[config.mk]
export PLATFORM = sky130hd
export DESIGN_NAME = mc_controller
export DESIGN_NICKNAME = d
export VERILOG_FILES = /design/src/rtl/mc_pkg.sv /design/src/rtl/mc_controller_aludec.sv /design/src/rtl/mc_controller.sv
export SDC_FILE = /design/constraint.sdc
export NUM_CORES = 1
export LEC_CHECK = 0
export BUFFER_PORTS_ARGS = -buffer_cell sky130_fd_sc_hd__buf_2
export CORE_MARGIN = 3
export CORE_UTILIZATION = 46
export CTS_CLUSTER_DIAMETER = 80
export DETAILED_ROUTE_END_ITERATION = 8
export PLACE_DENSITY = 0.86
export SLEW_MARGIN = 0
export SYNTH_ARGS = -nofsm -noshare
export SYNTH_HDL_FRONTEND = slang
export SYNTH_SLANG_ARGS = --single-unit
[constraint.sdc]
create_clock -name clk -period 2.6 [get_ports clk]
set_clock_uncertainty 0.2 [all_clocks]
set_input_delay 0.26 -clock clk [delete_from_list [all_inputs] [get_ports clk]]
set_output_delay 0.26 -clock clk [all_outputs]
set_load 0.02 [all_outputs]
[src/rtl/mc_pkg.sv]
// Shared types and encodings for the multicycle RV32I control FSM.
package mc_pkg;

   // Controller states
   typedef enum logic [3:0] {
      IDLE     = 4'd0,
      FETCH    = 4'd1,
      DECODE   = 4'd2,
      MEMADR   = 4'd3,
      MEMREAD  = 4'd4,
      MEMWB    = 4'd5,
      MEMWRITE = 4'd6,
      EXECUTER = 4'd7,
      EXECUTEI = 4'd8,
      ALUWB    = 4'd9,
      BEQ      = 4'd10,
      JAL      = 4'd11,
      TRAP     = 4'd12
   } mc_state_e;

   // Supported opcodes
   localparam logic [6:0] OP_LOAD   = 7'b0000011;
   localparam logic [6:0] OP_STORE  = 7'b0100011;
   localparam logic [6:0] OP_R      = 7'b0110011;
   localparam logic [6:0] OP_I      = 7'b0010011;
   localparam logic [6:0] OP_BRANCH = 7'b1100011;
   localparam logic [6:0] OP_JAL    = 7'b1101111;

   // ResultSrc encodings
   localparam logic [1:0] RES_ALUOUT    = 2'b00;
   localparam logic [1:0] RES_DATA      = 2'b01;
   localparam logic [1:0] RES_ALURESULT = 2'b10;

   // ALUSrcA encodings
   localparam logic [1:0] SRCA_PC    = 2'b00;
   localparam logic [1:0] SRCA_OLDPC = 2'b01;
   localparam logic [1:0] SRCA_RD1   = 2'b10;

   // ALUSrcB encodings
   localparam logic [1:0] SRCB_RD2  = 2'b00;
   localparam logic [1:0] SRCB_IMM  = 2'b01;
   localparam logic [1:0] SRCB_FOUR = 2'b10;

   // ImmSrc encodings
   localparam logic [1:0] IMM_I = 2'b00;
   localparam logic [1:0] IMM_S = 2'b01;
   localparam logic [1:0] IMM_B = 2'b10;
   localparam logic [1:0] IMM_J = 2'b11;

   // ALUOp encodings handed to the ALU decoder
   localparam logic [1:0] ALUOP_ADD   = 2'b00;
   localparam logic [1:0] ALUOP_SUB   = 2'b01;
   localparam logic [1:0] ALUOP_FUNCT = 2'b10;

   // ALUControl encodings
   localparam logic [2:0] ALU_ADD = 3'b000;
   localparam logic [2:0] ALU_SUB = 3'b001;
   localparam logic [2:0] ALU_AND = 3'b010;
   localparam logic [2:0] ALU_OR  = 3'b011;
   localparam logic [2:0] ALU_SLT = 3'b101;

   // Moore control word held in flops; mem_ready/Zero gating is applied at the outputs
   typedef struct packed {
      logic       mem_req;
      logic       mem_write;
      logic       adr_src;
      logic       fetch_en;       // IRWrite and PCWrite once the fetch completes
      logic       pc_jump;        // unconditional PC load
      logic       branch;         // PC load qualified by Zero
      logic       reg_write;
      logic [1:0] result_src;
      logic [1:0] alu_src_a;
      logic [1:0] alu_src_b;
      logic [1:0] alu_op;
      logic       done;           // unconditional retire pulse
      logic       done_on_ready;  // retire when the store completes
      logic       illegal;
   } mc_ctrl_t;

   // Control word produced by each state
   function automatic mc_ctrl_t state_ctrl(input mc_state_e st);
      mc_ctrl_t c;
      c = '0;
      case (st)
         FETCH: begin
            c.mem_req    = 1'b1;
            c.fetch_en   = 1'b1;
            c.result_src = RES_ALURESULT;
            c.alu_src_a  = SRCA_PC;
            c.alu_src_b  = SRCB_FOUR;
            c.alu_op     = ALUOP_ADD;
         end
         DECODE: begin
            c.alu_src_a = SRCA_OLDPC;
            c.alu_src_b = SRCB_IMM;
            c.alu_op    = ALUOP_ADD;
         end
         MEMADR: begin
            c.alu_src_a = SRCA_RD1;
            c.alu_src_b = SRCB_IMM;
            c.alu_op    = ALUOP_ADD;
         end
         MEMREAD: begin
            c.mem_req    = 1'b1;
            c.adr_src    = 1'b1;
            c.result_src = RES_ALUOUT;
         end
         MEMWB: begin
            c.result_src = RES_DATA;
            c.reg_write  = 1'b1;
            c.done       = 1'b1;
         end
         MEMWRITE: begin
            c.mem_req       = 1'b1;
            c.mem_write     = 1'b1;
            c.adr_src       = 1'b1;
            c.done_on_ready = 1'b1;
         end
         EXECUTER: begin
            c.alu_src_a = SRCA_RD1;
            c.alu_src_b = SRCB_RD2;
            c.alu_op    = ALUOP_FUNCT;
         end
         EXECUTEI: begin
            c.alu_src_a = SRCA_RD1;
            c.alu_src_b = SRCB_IMM;
            c.alu_op    = ALUOP_FUNCT;
         end
         ALUWB: begin
            c.result_src = RES_ALUOUT;
            c.reg_write  = 1'b1;
            c.done       = 1'b1;
         end
         BEQ: begin
            c.alu_src_a  = SRCA_RD1;
            c.alu_src_b  = SRCB_RD2;
            c.alu_op     = ALUOP_SUB;
            c.result_src = RES_ALUOUT;
            c.branch     = 1'b1;
            c.done       = 1'b1;
         end
         JAL: begin
            c.alu_src_a  = SRCA_OLDPC;
            c.alu_src_b  = SRCB_FOUR;
            c.alu_op     = ALUOP_ADD;
            c.result_src = RES_ALUOUT;
            c.pc_jump    = 1'b1;
         end
         TRAP: begin
            c.illegal = 1'b1;
         end
         default: begin
            c = '0;
         end
      endcase
      return c;
   endfunction

endpackage

[src/rtl/mc_controller_aludec.sv]
// ALU decoder: maps ALUOp plus instruction fields onto ALUControl.
module aludec
   import mc_pkg::*;
(
   input  logic       op5,
   input  logic [2:0] funct3,
   input  logic       funct7b5,
   input  logic [1:0] alu_op,
   output logic [2:0] alu_control
);

   // Select the ALU operation; subtract only for R-type with funct7[5] set
   always_comb begin
      alu_control = ALU_ADD;
      case (alu_op)
         ALUOP_ADD: alu_control = ALU_ADD;
         ALUOP_SUB: alu_control = ALU_SUB;
         ALUOP_FUNCT: begin
            case (funct3)
               3'b000: begin
                  if (op5 && funct7b5) begin
                     alu_control = ALU_SUB;
                  end else begin
                     alu_control = ALU_ADD;
                  end
               end
               3'b010:  alu_control = ALU_SLT;
               3'b110:  alu_control = ALU_OR;
               3'b111:  alu_control = ALU_AND;
               default: alu_control = ALU_ADD;
            endcase
         end
         default: alu_control = ALU_ADD;
      endcase
   end

endmodule

[src/rtl/mc_controller.sv]
// Multicycle control FSM for the RV32I subset (lw, sw, R-type, I-type ALU, beq, jal).
module mc_controller
   import mc_pkg::*;
#(
   parameter int RESET_TO_IDLE = 1
)
(
   input  logic        clk,
   input  logic        rst_n,
   input  logic [31:0] Instr,
   input  logic        Zero,
   input  logic        mem_ready,
   output logic        mem_req,
   output logic        MemWrite,
   output logic        AdrSrc,
   output logic        IRWrite,
   output logic        PCWrite,
   output logic        RegWrite,
   output logic [1:0]  ResultSrc,
   output logic [1:0]  ALUSrcA,
   output logic [1:0]  ALUSrcB,
   output logic [1:0]  ImmSrc,
   output logic [2:0]  ALUControl,
   output logic        instr_done,
   output logic        illegal
);

   // Only the idle boot path exists; the parameter is kept for a future boot vector.
   localparam mc_state_e RESET_STATE = (RESET_TO_IDLE == 32'sd1) ? IDLE : IDLE;

   mc_state_e  state_q, state_d;
   mc_ctrl_t   ctrl_q, ctrl_d;
   logic [1:0] imm_src_s;
   logic [2:0] alu_control_s;
   logic       unused_instr_s;

   // Next-state selection from the current state, opcode and memory handshake
   always_comb begin
      state_d = state_q;
      case (state_q)
         IDLE: state_d = FETCH;
         FETCH: begin
            if (mem_ready) begin
               state_d = DECODE;
            end else begin
               state_d = FETCH;
            end
         end
         DECODE: begin
            case (Instr[6:0])
               OP_LOAD, OP_STORE: state_d = MEMADR;
               OP_R:              state_d = EXECUTER;
               OP_I:              state_d = EXECUTEI;
               OP_BRANCH:         state_d = BEQ;
               OP_JAL:            state_d = JAL;
               default:           state_d = TRAP;
            endcase
         end
         MEMADR: begin
            if (Instr[5]) begin
               state_d = MEMWRITE;
            end else begin
               state_d = MEMREAD;
            end
         end
         MEMREAD: begin
            if (mem_ready) begin
               state_d = MEMWB;
            end else begin
               state_d = MEMREAD;
            end
         end
         MEMWB: state_d = FETCH;
         MEMWRITE: begin
            if (mem_ready) begin
               state_d = FETCH;
            end else begin
               state_d = MEMWRITE;
            end
         end
         EXECUTER: state_d = ALUWB;
         EXECUTEI: state_d = ALUWB;
         ALUWB:    state_d = FETCH;
         BEQ:      state_d = FETCH;
         JAL:      state_d = ALUWB;
         TRAP:     state_d = TRAP;
         default:  state_d = IDLE;
      endcase
   end

   // Control word for the state being entered, so the outputs come straight from flops
   always_comb begin
      ctrl_d = state_ctrl(state_d);
   end

   // State and control-word registers; reset clears every enable immediately
   always_ff @(posedge clk or negedge rst_n) begin
      if (!rst_n) begin
         state_q <= RESET_STATE;
         ctrl_q  <= '0;
      end else begin
         state_q <= state_d;
         ctrl_q  <= ctrl_d;
      end
   end

   // Immediate format from the opcode, independent of state
   always_comb begin
      imm_src_s = IMM_I;
      case (Instr[6:0])
         OP_LOAD, OP_I: imm_src_s = IMM_I;
         OP_STORE:      imm_src_s = IMM_S;
         OP_BRANCH:     imm_src_s = IMM_B;
         OP_JAL:        imm_src_s = IMM_J;
         default:       imm_src_s = IMM_I;
      endcase
   end

   aludec u_aludec (
      .op5         (Instr[5]),
      .funct3      (Instr[14:12]),
      .funct7b5    (Instr[30]),
      .alu_op      (ctrl_q.alu_op),
      .alu_control (alu_control_s)
   );

   // Register, immediate and destination fields are consumed by the datapath, not here.
   assign unused_instr_s = ^{Instr[31], Instr[29:15], Instr[11:7]};

   assign mem_req    = ctrl_q.mem_req;
   assign MemWrite   = ctrl_q.mem_write;
   assign AdrSrc     = ctrl_q.adr_src;
   assign IRWrite    = ctrl_q.fetch_en & mem_ready;
   assign PCWrite    = (ctrl_q.fetch_en & mem_ready) | ctrl_q.pc_jump | (ctrl_q.branch & Zero);
   assign RegWrite   = ctrl_q.reg_write;
   assign ResultSrc  = ctrl_q.result_src;
   assign ALUSrcA    = ctrl_q.alu_src_a;
   assign ALUSrcB    = ctrl_q.alu_src_b;
   assign ImmSrc     = imm_src_s;
   assign ALUControl = alu_control_s;
   assign instr_done = ctrl_q.done | (ctrl_q.done_on_ready & mem_ready);
   assign illegal    = ctrl_q.illegal;

endmodule

# ---- After elaboration in Yosys (flattened, before gate mapping)
# Cells that the tools add are included.
dict set report classes {
  n_eq_ne 35
  mux 21
  n_bitwise 6
  reduce_logical 10
}
# op n
set ops {}
lappend ops {{$pmux W6 S7} 1}
lappend ops {{$eq A4 B4 Y1 const B} 10}
lappend ops {{$eq A4 B3 Y1 const B} 8}
lappend ops {{$pmux W4 S8} 1}
lappend ops {{$pmux W4 S5} 1}
lappend ops {{$eq A4 B2 Y1 const B} 4}
lappend ops {{$eq A7 B6 Y1 const B} 2}
lappend ops {{$eq A7 B7 Y1 const B} 2}
lappend ops {{$pmux W3 S4} 1}
lappend ops {{$mux W1} 11}
lappend ops {{$reduce_or A3 Y1} 3}
lappend ops {{$eq A4 B1 Y1 const B} 2}
lappend ops {{$eq A7 B2 Y1 const B} 1}
lappend ops {{$eq A7 B5 Y1 const B} 1}
lappend ops {{$eq A3 B3 Y1 const B} 2}
lappend ops {{$pmux W2 S3} 1}
lappend ops {{$pmux W3 S2} 1}
lappend ops {{$reduce_or A2 Y1} 3}
lappend ops {{$logic_not A4 Y1} 1}
lappend ops {{$mux W2} 2}
lappend ops {{$pmux W2 S2} 1}
lappend ops {{$reduce_or A4 Y1} 1}
lappend ops {{$and A1 B1 Y1} 3}
lappend ops {{$eq A3 B2 Y1 const B} 1}
lappend ops {{6 further kinds} 8}
dict set report totals {
  register_bits 21
  inputBits 36
}

# ---- Depth between registers and ports, before layout
# Gate-level depths: netlist of the first run.
dict set report depth {
  ltp_word 7
  ltp_mapped 7
  ltp_nobuf 6
}

# ---- Hierarchy
# From an unflattened synthesis of the first run, not the netlist that was laid out.
dict set report hier_totals {
  cells_unflattened 112
  area_unflattened_um2 1152.4
}
# mod instances cells_each area_each_um2 seq_area_each_um2
set by_module_without_submodules {}
lappend by_module_without_submodules {mc_controller 1 101 1056.0 500.5}
lappend by_module_without_submodules {aludec 1 11 96.3 0.0}

# ---- Worst setup path before layout of the first run
# OpenSTA, ideal clock, no wires.
dict set report synth_path {
  path_kind {reg2reg}
  start {reg state_q[3]}
  end {reg ctrl_q (netlist bit mem_req)}
  arrival_time_ps 1836
  required_time_ps 2281
  slack_ps 445
  stages_incl_launch_ff 7
  path_buffers 0
  path_cell_list {dfrtp_1 > or4b_1 > or4_4 > o211a_4 > clkinv_4 > or2_1 > a21oi_2}
}
# item line_no
set synth_rtl {}
lappend synth_rtl {{start: declaration} mc_controller.sv:31} ;# mc_state_e state_q, state_d;
lappend synth_rtl {{start signal: assignment} mc_controller.sv:102} ;# state_q <= state_d;
lappend synth_rtl {{end signal: assignment} mc_controller.sv:103} ;# ctrl_q <= ctrl_d;
lappend synth_rtl {{end: declaration} mc_controller.sv:32} ;# mc_ctrl_t ctrl_q, ctrl_d;

==> flow_metrics.env, run 1 <==
export IMPL_status="complete, no violations"
export IMPL_antenna_found_initial=0
export IMPL_critPathMaxStageDelay_ps=580
export IMPL_worst_pin_slew_ps=716
export IMPL_crit_slowest_cell="or4b_1"
export IMPL_ys_types=49
export IMPL_pin_count=55
export IMPL_yosysTopAreaCellShare=0.415
export IMPL_design_area_um2=1410
export IMPL_critPathArrivalTime_ps=2280
export IMPL_nFillCells=209
export IMPL_final_common_cell="buf_2"
export IMPL_wl_per_cell_um=15.8
export IMPL_synth_top_area_cell="dfrtp_1"
export IMPL_areaGrowthSynthToFinish_pct=17.2
export IMPL_worstReg2RegEnd="ctrl_q[2]$_DFF_PN0_"
export IMPL_gr_total_overflow=0
export IMPL_rsz0062_at_grt="no"
export IMPL_grt_pass1_vias=1065
export IMPL_gr_max_usage_layer="met2"
export IMPL_htreeDepth=1
export IMPL_min_from="mem_ready"
export IMPL_r2r_cells=5
export IMPL_drv_cap=0
export IMPL_grt_use_total=0.195
export IMPL_power_density_nw_per_um2=991
export IMPL_required_ps=2560
export IMPL_grt_met3_usage=0.0249
export IMPL_drt_wl_total_mm=2.95
export IMPL_period_share=0.893
export IMPL_worstPathCellList="or4b_1 > or4_4 > o211a_4 > o21ai_4 > a22oi_1"
export IMPL_hold_class="in -> reg"
export IMPL_synth_enable_flop_cells=0
export IMPL_fp_dieH_um=57.2
export IMPL_cts_tree="yes"
export IMPL_slew_viol_final=0
export IMPL_fin_tns_setup_ps=0
export IMPL_synthFlopType="dfrtp_1"
export IMPL_ys_seq_area_frac=0.415
export IMPL_cts_buffer_depth=2
export IMPL_ir_drop_mv=0.499
export IMPL_port_buffers=33
export IMPL_finalSetupViolations=0
export IMPL_ys_top_cells_by_area="dfrtp_1, nor2_1, buf_4"
export IMPL_ys_ff_latch=20
export IMPL_yosysWarningCount=0
export IMPL_cp_end_kind="flip-flop"
export IMPL_leakage_uw=0.000693
export IMPL_path_max_fanout=7
export IMPL_synth_async_reset_ratio=1.00
export IMPL_die_area_um2=3270
export IMPL_drive_above_1_share=0.333
export IMPL_finalCriticalPeriod_ps=2320
export IMPL_syn_area_per_cell_um2=9.34
export IMPL_cp_start_kind="flip-flop"
export IMPL_die_w_um=57.2
export IMPL_drt_pass1_iterations=4
export IMPL_clk_latency_ps=300
export IMPL_vias_per_cell=5.94
export IMPL_r2r_start="state_q[2]$_DFF_PN0_"
export IMPL_met2_usage=0.377
export IMPL_timing_hold_violations_final=0
export IMPL_n_antenna_cell=0
export IMPL_clock_fmax_ghz=0.431
export IMPL_first_iter_violations=45
export IMPL_clk_pin_slew_worst_paths_ps=110
export IMPL_grt_start_max_net_pins=21
export IMPL_dpl_hpwl_mm=2.25
export IMPL_finalNetCount=198
export IMPL_core_um2=2340
export IMPL_core_rowCount=17
export IMPL_whs_endpoint="ALUSrcA[0]$_DFF_PN0_"
export IMPL_route_detailed_drc=0
export IMPL_min_path_cells=3
export IMPL_met1_usage=0.220
export IMPL_max_slew_margin=0.520
export IMPL_syn_area_um2=1200
export IMPL_place_area_um2=1370
export IMPL_crit_type="reg -> reg"
export IMPL_synthesis_nets=167
export IMPL_routabilityCongestion=0.837
export IMPL_ff2ff_setup_slack_ps=280
export IMPL_start_util=0.515
export IMPL_clock_sinks=20
export IMPL_cts_made_buffers=3
export IMPL_syn_inst=129
export IMPL_antenna_left=0
export IMPL_vias=1110
export IMPL_final_cell_mix="buf_2, dfrtp_1, nor2_1, nand2_1, inv_1"
export IMPL_ctsRootBufferMaster="clkbuf_4"
export IMPL_grt_pass1_wl_mm=5.08
==> how the worst max path moves through the flow <==
stage	from	end	cells after the start
after floorplan	state_q[3]$_DFF_PN0_	mem_req$_DFF_PN0_	6
after global placement	state_q[2]$_DFF_PN0_	ctrl_q[4]$_DFF_PN0_	5
after detailed placement	state_q[2]$_DFF_PN0_	ctrl_q[2]$_DFF_PN0_	5
after CTS	state_q[2]$_DFF_PN0_	ctrl_q[4]$_DFF_PN0_	5
after global routing	state_q[2]$_DFF_PN0_	ctrl_q[2]$_DFF_PN0_	5
final	state_q[2]$_DFF_PN0_	ctrl_q[2]$_DFF_PN0_	5
==> cell usage after synthesis (2+ instances only) <==
master	number
buf_4	6
a21oi_2	2
inv_1	7
nor2_1	13
a32oi_1	2
o21ai_0	3
clkbuf_1	4
or3_1	2
o21a_1	2
ha_1	2
a21oi_1	4
nand2_1	9
nand4_1	2
dfrtp_1	20
nand3b_1	2
nand2b_1	3
nor2b_1	3
and2_1	4
o22ai_1	2
nor3_1	6
o21ai_1	3
==> through the flow <==
stage | utilization | hold WS, ps | power (µW) | std cells | setup slack (ps)
5_1_grt | 0.604 | 151 | 1490 | 187 | 210
6_report | 0.604 | 139 | 1400 | 187 | 277
3_3_place_gp | 0.584 | 3.46 | 1170 | 182 | 366
4_1_cts | 0.604 | 125 | 1400 | 187 | 297
2_1_floorplan | - | -236 | 1040 | 129 | 445
3_5_place_dp | 0.584 | 22.5 | 1220 | 182 | 319
==> area by class of cell <==
cell class                      count  area (µm²)  share of cell area
Inverter                            8        35.0              0.0248
Tap cell                           28        35.0              0.0248
Sequential cell                    20         500               0.354
Timing Repair Buffer               38         205               0.145
Clock buffer                        4        36.3              0.0257
Multi-Input combinational cell     89         601               0.425
==> state kept, by name, indices dropped and copies added, names as in the netlist <==
| register | cells |
|---|---|
| ctrl_q | 6 |
| AdrSrc | 1 |
| RegWrite | 1 |
| mem_req | 1 |
| state_q | 4 |
| illegal | 1 |
| ALUSrcA | 2 |
| ALUSrcB | 2 |
| ResultSrc | 2 |
==> metal layers <==
metal,share of wire,up-vias
met5,0,-
met4,0.0095,0
met3,0.062,4
met2,0.57,57
met1,0.35,540
li1,-,509
==> worst max-delay path: cells and delay by family (launching register included) <==
family,cells,cell delay (ps)
simple gates,2,1140
compound gates,3,440
flops,1,400
==> logic make-up after synthesis <==
| group | Yosys count | synth area share |
|---|---|---|
| compound gates | 29 | 0.195 |
| xor+xnor | 1 | 0.00727 |
| fa+ha+maj | 2 | 0.0208 |
| buf+inv | 20 | 0.0862 |
| flops | 20 | 0.415 |
| mux | 1 | 0.00935 |
| simple gates | 56 | 0.266 |
==> power by group <==
part,leakage [µW],switching [µW],internal [µW]
sequential,0.000264,38.1,406
combinational,0.000407,490,286
clock,0.0000210,93.8,85.4
==> what timing repair did <==
item,in CTS,in global routing
gates resized for setup,0,0
setup buffers,0,0
endpoints found under the hold margin,20,0
hold buffers,1,0
No activity file was read; power rests on OpenSTA's default activity.
==> run 2, diff against run 1 <==
- ABC_AREA: default -> 1
==> flow_metrics.env, run 2 <==
export IMPL_status="complete, no violations"
export IMPL_ys_seq_area_frac=0.418
export IMPL_ys_types=26
export IMPL_dpl_hpwl_mm=2.00
export IMPL_grt_start_max_net_pins=21
export IMPL_worst_pin_slew_ps=432
export IMPL_ir_drop_mv=0.710
export IMPL_syn_area_per_cell_um2=7.77
export IMPL_timing_hold_violations_final=0
export IMPL_critPathArrivalTime_ps=1520
export IMPL_slew_viol_final=0
export IMPL_synth_top_area_cell="dfrtp_1"
export IMPL_clk_pin_slew_worst_paths_ps=100
export IMPL_synth_enable_flop_cells=0
export IMPL_synth_async_reset_ratio=1.00
export IMPL_dpl_cell_count=209
export IMPL_ctsResizeCount=0
export IMPL_pin_count=55
export IMPL_post_route_util=0.597
export IMPL_clk_latency_ps=300
export IMPL_syn_area_um2=1200
export IMPL_cp_start_kind="flip-flop"
export IMPL_die_area_um2=3250
export IMPL_areaGrowthSynthToFinish_pct=16.8
export IMPL_ys_top_cells_by_area="dfrtp_1, nand2_1, inv_1"
export IMPL_grt_pass1_vias=1000
export IMPL_drv_cap=0
export IMPL_cts_made_buffers=3
export IMPL_n_antenna_cell=0
export IMPL_route_detailed_drc=0
export IMPL_core_rowCount=17
export IMPL_yosys_top_cells_count="nand2_1, inv_1, dfrtp_1, nor2_1, nand3_1"
export IMPL_period_share=0.760
export IMPL_rsz0062_at_grt="no"
export IMPL_drt_pass1_iterations=4
export IMPL_worstSetupStartpoint="ctrl_q[3]$_DFF_PN0_"
export IMPL_synth_most_common_cell="nand2_1"
export IMPL_antenna_found_initial=0
export IMPL_drive_above_1_share=0.317
export IMPL_power_density_nw_per_um2=1060
export IMPL_antenna_left=0
export IMPL_leakage_uw=0.000825
export IMPL_die_w_um=57.0
export IMPL_fp_dieH_um=57.0
export IMPL_first_iter_violations=22
export IMPL_instances_no_fill=214
export IMPL_final_common_cell="nand2_1"
export IMPL_post_cts_buffers=0
export IMPL_hold_ws_ps=46.0
export IMPL_clock_fmax_ghz=0.506
export IMPL_min_from="mem_ready"
export IMPL_required_ps=2140
export IMPL_max_slew_margin=0.712
export IMPL_ctsRootBufferMaster="clkbuf_4"
export IMPL_path_max_fanout=2
export IMPL_finalSetupViolations=0
export IMPL_syn_inst=154
export IMPL_design_area_um2=1400
export IMPL_synthFlopType="dfrtp_1"
export IMPL_port_buffers=33
export IMPL_core_um2=2340
export IMPL_htreeDepth=1
export IMPL_r2r_start="state_q[0]$_DFF_PN0_"
export IMPL_vias=1054
export IMPL_start_util=0.511
export IMPL_synthesis_nets=192
export IMPL_final_cell_mix="nand2_1, buf_2, inv_1, dfrtp_1, nor2_1"
export IMPL_largest_reg_flops=6
export IMPL_cts_buffer_depth=2
export IMPL_yosysTopAreaCellShare=0.418
export IMPL_routabilityCongestion=0.870
export IMPL_crit_type="reg -> out"
export IMPL_cts_tree="yes"
export IMPL_clock_sinks=20
export IMPL_ys_ff_latch=20
export IMPL_finalCriticalPeriod_ps=1980
export IMPL_largest_register="ctrl_q"
export IMPL_finalNetCount=225
export IMPL_vias_per_cell=4.93
export IMPL_yosysWarningCount=0
export IMPL_fin_tns_setup_ps=0
export IMPL_gr_total_overflow=0
export IMPL_wl_per_cell_um=11.3
export IMPL_cp_end_kind="output pin"
export IMPL_drt_wl_total_mm=2.42
export IMPL_reg_top3="ctrl_q (6), state_q (4)"
export IMPL_hold_class="in -> reg"
export IMPL_grt_use_total=0.163
export IMPL_grt_pass1_wl_mm=4.16
export IMPL_place_area_um2=1350
## run 2: metal layers
| layer | vias to the layer above | wire, µm | GRT usage |
|---|---|---|---|
| met2 | 26 | 1240 | 0.284 |
| met1 | 494 | 1030 | 0.198 |
| met3 | 4 | 123 | 0.0430 |
| met4 | 0 | 25 | 0.0464 |
| li1 | 530 | - | - |
| met5 | - | 0 | 0 |
## run 2: final timing paths
path / cells after the start / slack (ps) / endpoint
min reg2reg: 3 / 490 / ALUSrcA[0]$_DFF_PN0_
max reg2reg: 9 / 770 / ALUSrcB[0]$_DFF_PN0_
max: 4 / 620 / ALUControl[1]
min: 3 / 50 / ResultSrc[0]$_DFF_PN0_
min in group asynchronous: 2 / 230 / ctrl_q[2]$_DFF_PN0_
max in group asynchronous: 2 / 1670 / ctrl_q[12]$_DFF_PN0_
## run 2: cells by family (layout without fill, tap and decap cells)
| kind of cell | count (synthesis) | after routing | share of synthesized area |
|---|---|---|---|
| buf+inv | 33 | 65 | 0.122 |
| flops | 20 | 20 | 0.418 |
| simple gates | 89 | 89 | 0.394 |
| fa+ha+maj | 2 | 2 | 0.0209 |
| compound gates | 10 | 10 | 0.0439 |
## run 2: through the flow
step,total power [µW],setup slack [ps]
3_3_place_gp,1280,814
2_1_floorplan,1140,693
6_report,1480,624
3_5_place_dp,1310,799
4_1_cts,1490,610
5_1_grt,1610,488
## run 2: power by group
group,internal (µW),switching (µW)
Sequential,414,66.9
Combinational,262,558
Clock,85.5,90.1
## run 2: area by class of cell
class,count,area [µm²]
inverter,27,101
timing repair buffer,34,175
multi-input combinational,101,549
fill,221,942
sequential,20,500
clock buffer,4,36.3
tap,28,35.0
## run 2: critical path: stages (launching register included)
cell and delay [ps]:
dfrtp_1 360, inv_1 50, ha_1 310, nor4b_1 290
buf_2 210
## run 2: what timing repair did
action                     in CTS  in global routing
hold buffers                    1                  0
setup endpoints to repair       0                  0
hold endpoints to repair       20                  0
==> run 3, diff against run 2 <==
- clock period: 2.6 -> 2 ns (I/O delays scaled with it)
==> flow_metrics.env, run 3 (same netlist as run 2, synthesis figures left out) <==
export IMPL_antenna_found_initial=0
export IMPL_crit_type="reg -> out"
export IMPL_cp_end_kind="output pin"
export IMPL_instances_no_fill=215
export IMPL_core_rowCount=17
export IMPL_critPathMaxStageDelay_ps=360
export IMPL_power_density_nw_per_um2=1350
export IMPL_worst_pin_slew_ps=444
export IMPL_die_area_um2=3250
export IMPL_route_detailed_drc=0
export IMPL_dpl_hpwl_mm=2.00
export IMPL_htreeDepth=1
export IMPL_drt_wl_total_mm=2.43
export IMPL_clk_pin_slew_worst_paths_ps=100
export IMPL_path_buf_inv=2
export IMPL_crit_family="flip-flops"
export IMPL_drt_pass1_iterations=4
export IMPL_cts_made_buffers=3
export IMPL_r2r_cells=7
export IMPL_port_buffers=33
export IMPL_worstReg2RegEnd="ctrl_q[2]$_DFF_PN0_"
export IMPL_core_um2=2340
export IMPL_grt_pass1_vias=1002
export IMPL_areaGrowthSynthToFinish_pct=19.1
export IMPL_vias_per_cell=4.83
export IMPL_clk_latency_ps=290
export IMPL_ctsRootBufferMaster="clkbuf_4"
export IMPL_min_from="Instr[5]"
export IMPL_routabilityCongestion=0.870
export IMPL_largest_reg_flops=6
export IMPL_post_route_util=0.609
export IMPL_drv_cap=0
export IMPL_status="complete, no violations"
export IMPL_finalNetCount=226
export IMPL_cts_tree="yes"
export IMPL_hold_ws_ps=152
export IMPL_ff2ff_setup_slack_ps=170
export IMPL_n_antenna_cell=0
export IMPL_hold_class="in -> reg"
export IMPL_grt_pass1_wl_mm=4.19
export IMPL_drive_above_1_share=0.332
export IMPL_finalSetupViolations=0
export IMPL_leakage_uw=0.000831
export IMPL_path_max_fanout=2
export IMPL_cp_start_kind="flip-flop"
export IMPL_slew_viol_final=0
export IMPL_r2r_start="state_q[2]$_DFF_PN0_"
export IMPL_reg_top3="ctrl_q (6), state_q (4)"
export IMPL_fp_dieH_um=57.0
export IMPL_nFillCells=220
export IMPL_timing_hold_violations_final=0
export IMPL_wl_per_cell_um=11.3
export IMPL_max_slew_margin=0.704
export IMPL_cts_buffer_depth=2
export IMPL_die_w_um=57.0
export IMPL_grt_use_total=0.164
export IMPL_fin_tns_setup_ps=0
export IMPL_start_util=0.511
export IMPL_period_share=0.939
export IMPL_grt_start_max_net_pins=21
export IMPL_final_cell_mix="nand2_1, buf_2, inv_1, dfrtp_1, nor2_1"
export IMPL_gr_total_overflow=0
export IMPL_crit_slowest_cell="dfrtp_1"
export IMPL_required_ps=1600
export IMPL_largest_register="ctrl_q"
export IMPL_place_area_um2=1350
export IMPL_ir_drop_mv=0.923
export IMPL_pin_count=55
export IMPL_post_cts_buffers=0
export IMPL_clock_sinks=20
export IMPL_final_common_cell="nand2_1"
export IMPL_first_iter_violations=28
export IMPL_vias=1039
export IMPL_worstPathCellList="inv_1 > ha_1 > nor4b_2 > buf_2"
export IMPL_design_area_um2=1430
export IMPL_whs_endpoint="state_q[1]$_DFF_PN0_"
export IMPL_rsz0062_at_grt="no"
export IMPL_antenna_left=0
export IMPL_dpl_cell_count=209
export IMPL_min_path_cells=5
export IMPL_clock_fmax_ghz=0.532
export IMPL_finalCriticalPeriod_ps=1880
export IMPL_critPathArrivalTime_ps=1480
[run 3: worst max-delay path by stage]
| stage | from | endpoint | slack [ps] | cells past startpoint |
|---|---|---|---|---|
| floorplan | ctrl_q[3]$_DFF_PN0_ | ALUControl[1] | 150 | 3 |
| global placement | state_q[0]$_DFF_PN0_ | ctrl_q[4]$_DFF_PN0_ | 210 | 9 |
| detailed placement | state_q[2]$_DFF_PN0_ | ctrl_q[2]$_DFF_PN0_ | 200 | 7 |
| CTS | ctrl_q[3]$_DFF_PN0_ | ALUControl[1] | 70 | 4 |
| global route | ctrl_q[3]$_DFF_PN0_ | ALUControl[0] | 4 | 7 |
| finish | ctrl_q[3]$_DFF_PN0_ | ALUControl[1] | 120 | 4 |
[run 3: worst min-delay path: stages]
cell	delay, ps
buf_2	130
nand2_1	60
nand3_1	100
inv_1	60
nand2_2	70
[run 3: cell type report]
class,instances,area (µm²),share of cell area
clock buffers,4,36.3,0.0255
repair buffers,35,188,0.132
inverters,27,101,0.0711
well taps,28,35.0,0.0246
multi-input cells,101,564,0.396
flip-flops and latches,20,500,0.351
[run 3: power breakdown]
part / internal, µW / leakage, µW / switching (µW) / total, µW
sequential: 539 / 0.000266 / 86.7 / 625
combinational: 347 / 0.000544 / 730 / 1080
clock: 111 / 0.0000210 / 116 / 227
total: 997 / 0.000831 / 933 / 1930
[run 3: through the flow]
| stage | setup WS (ps) | power, µW |
|---|---|---|
| floorplan | 153 | 1490 |
| global route | 3.92 | 2100 |
| finish | 122 | 1930 |
| global placement | 214 | 1670 |
| detailed placement | 199 | 1700 |
| CTS | 69.5 | 1940 |
[run 3: layer usage]
| layer | vias up | global-route usage | part of all wire |
|---|---|---|---|
| met5 | - | 0 | 0 |
| met4 | 0 | 0.0464 | 0.0058 |
| met3 | 2 | 0.0430 | 0.049 |
| met2 | 23 | 0.284 | 0.52 |
| met1 | 480 | 0.201 | 0.42 |
| li1 | 534 | - | - |
[run 3: repair_timing]
item / CTS / global route
resized for setup: 0 / 4
endpoints found under the hold margin: 21 / 0
hold buffers: 2 / 0
setup endpoints to repair: 0 / 6
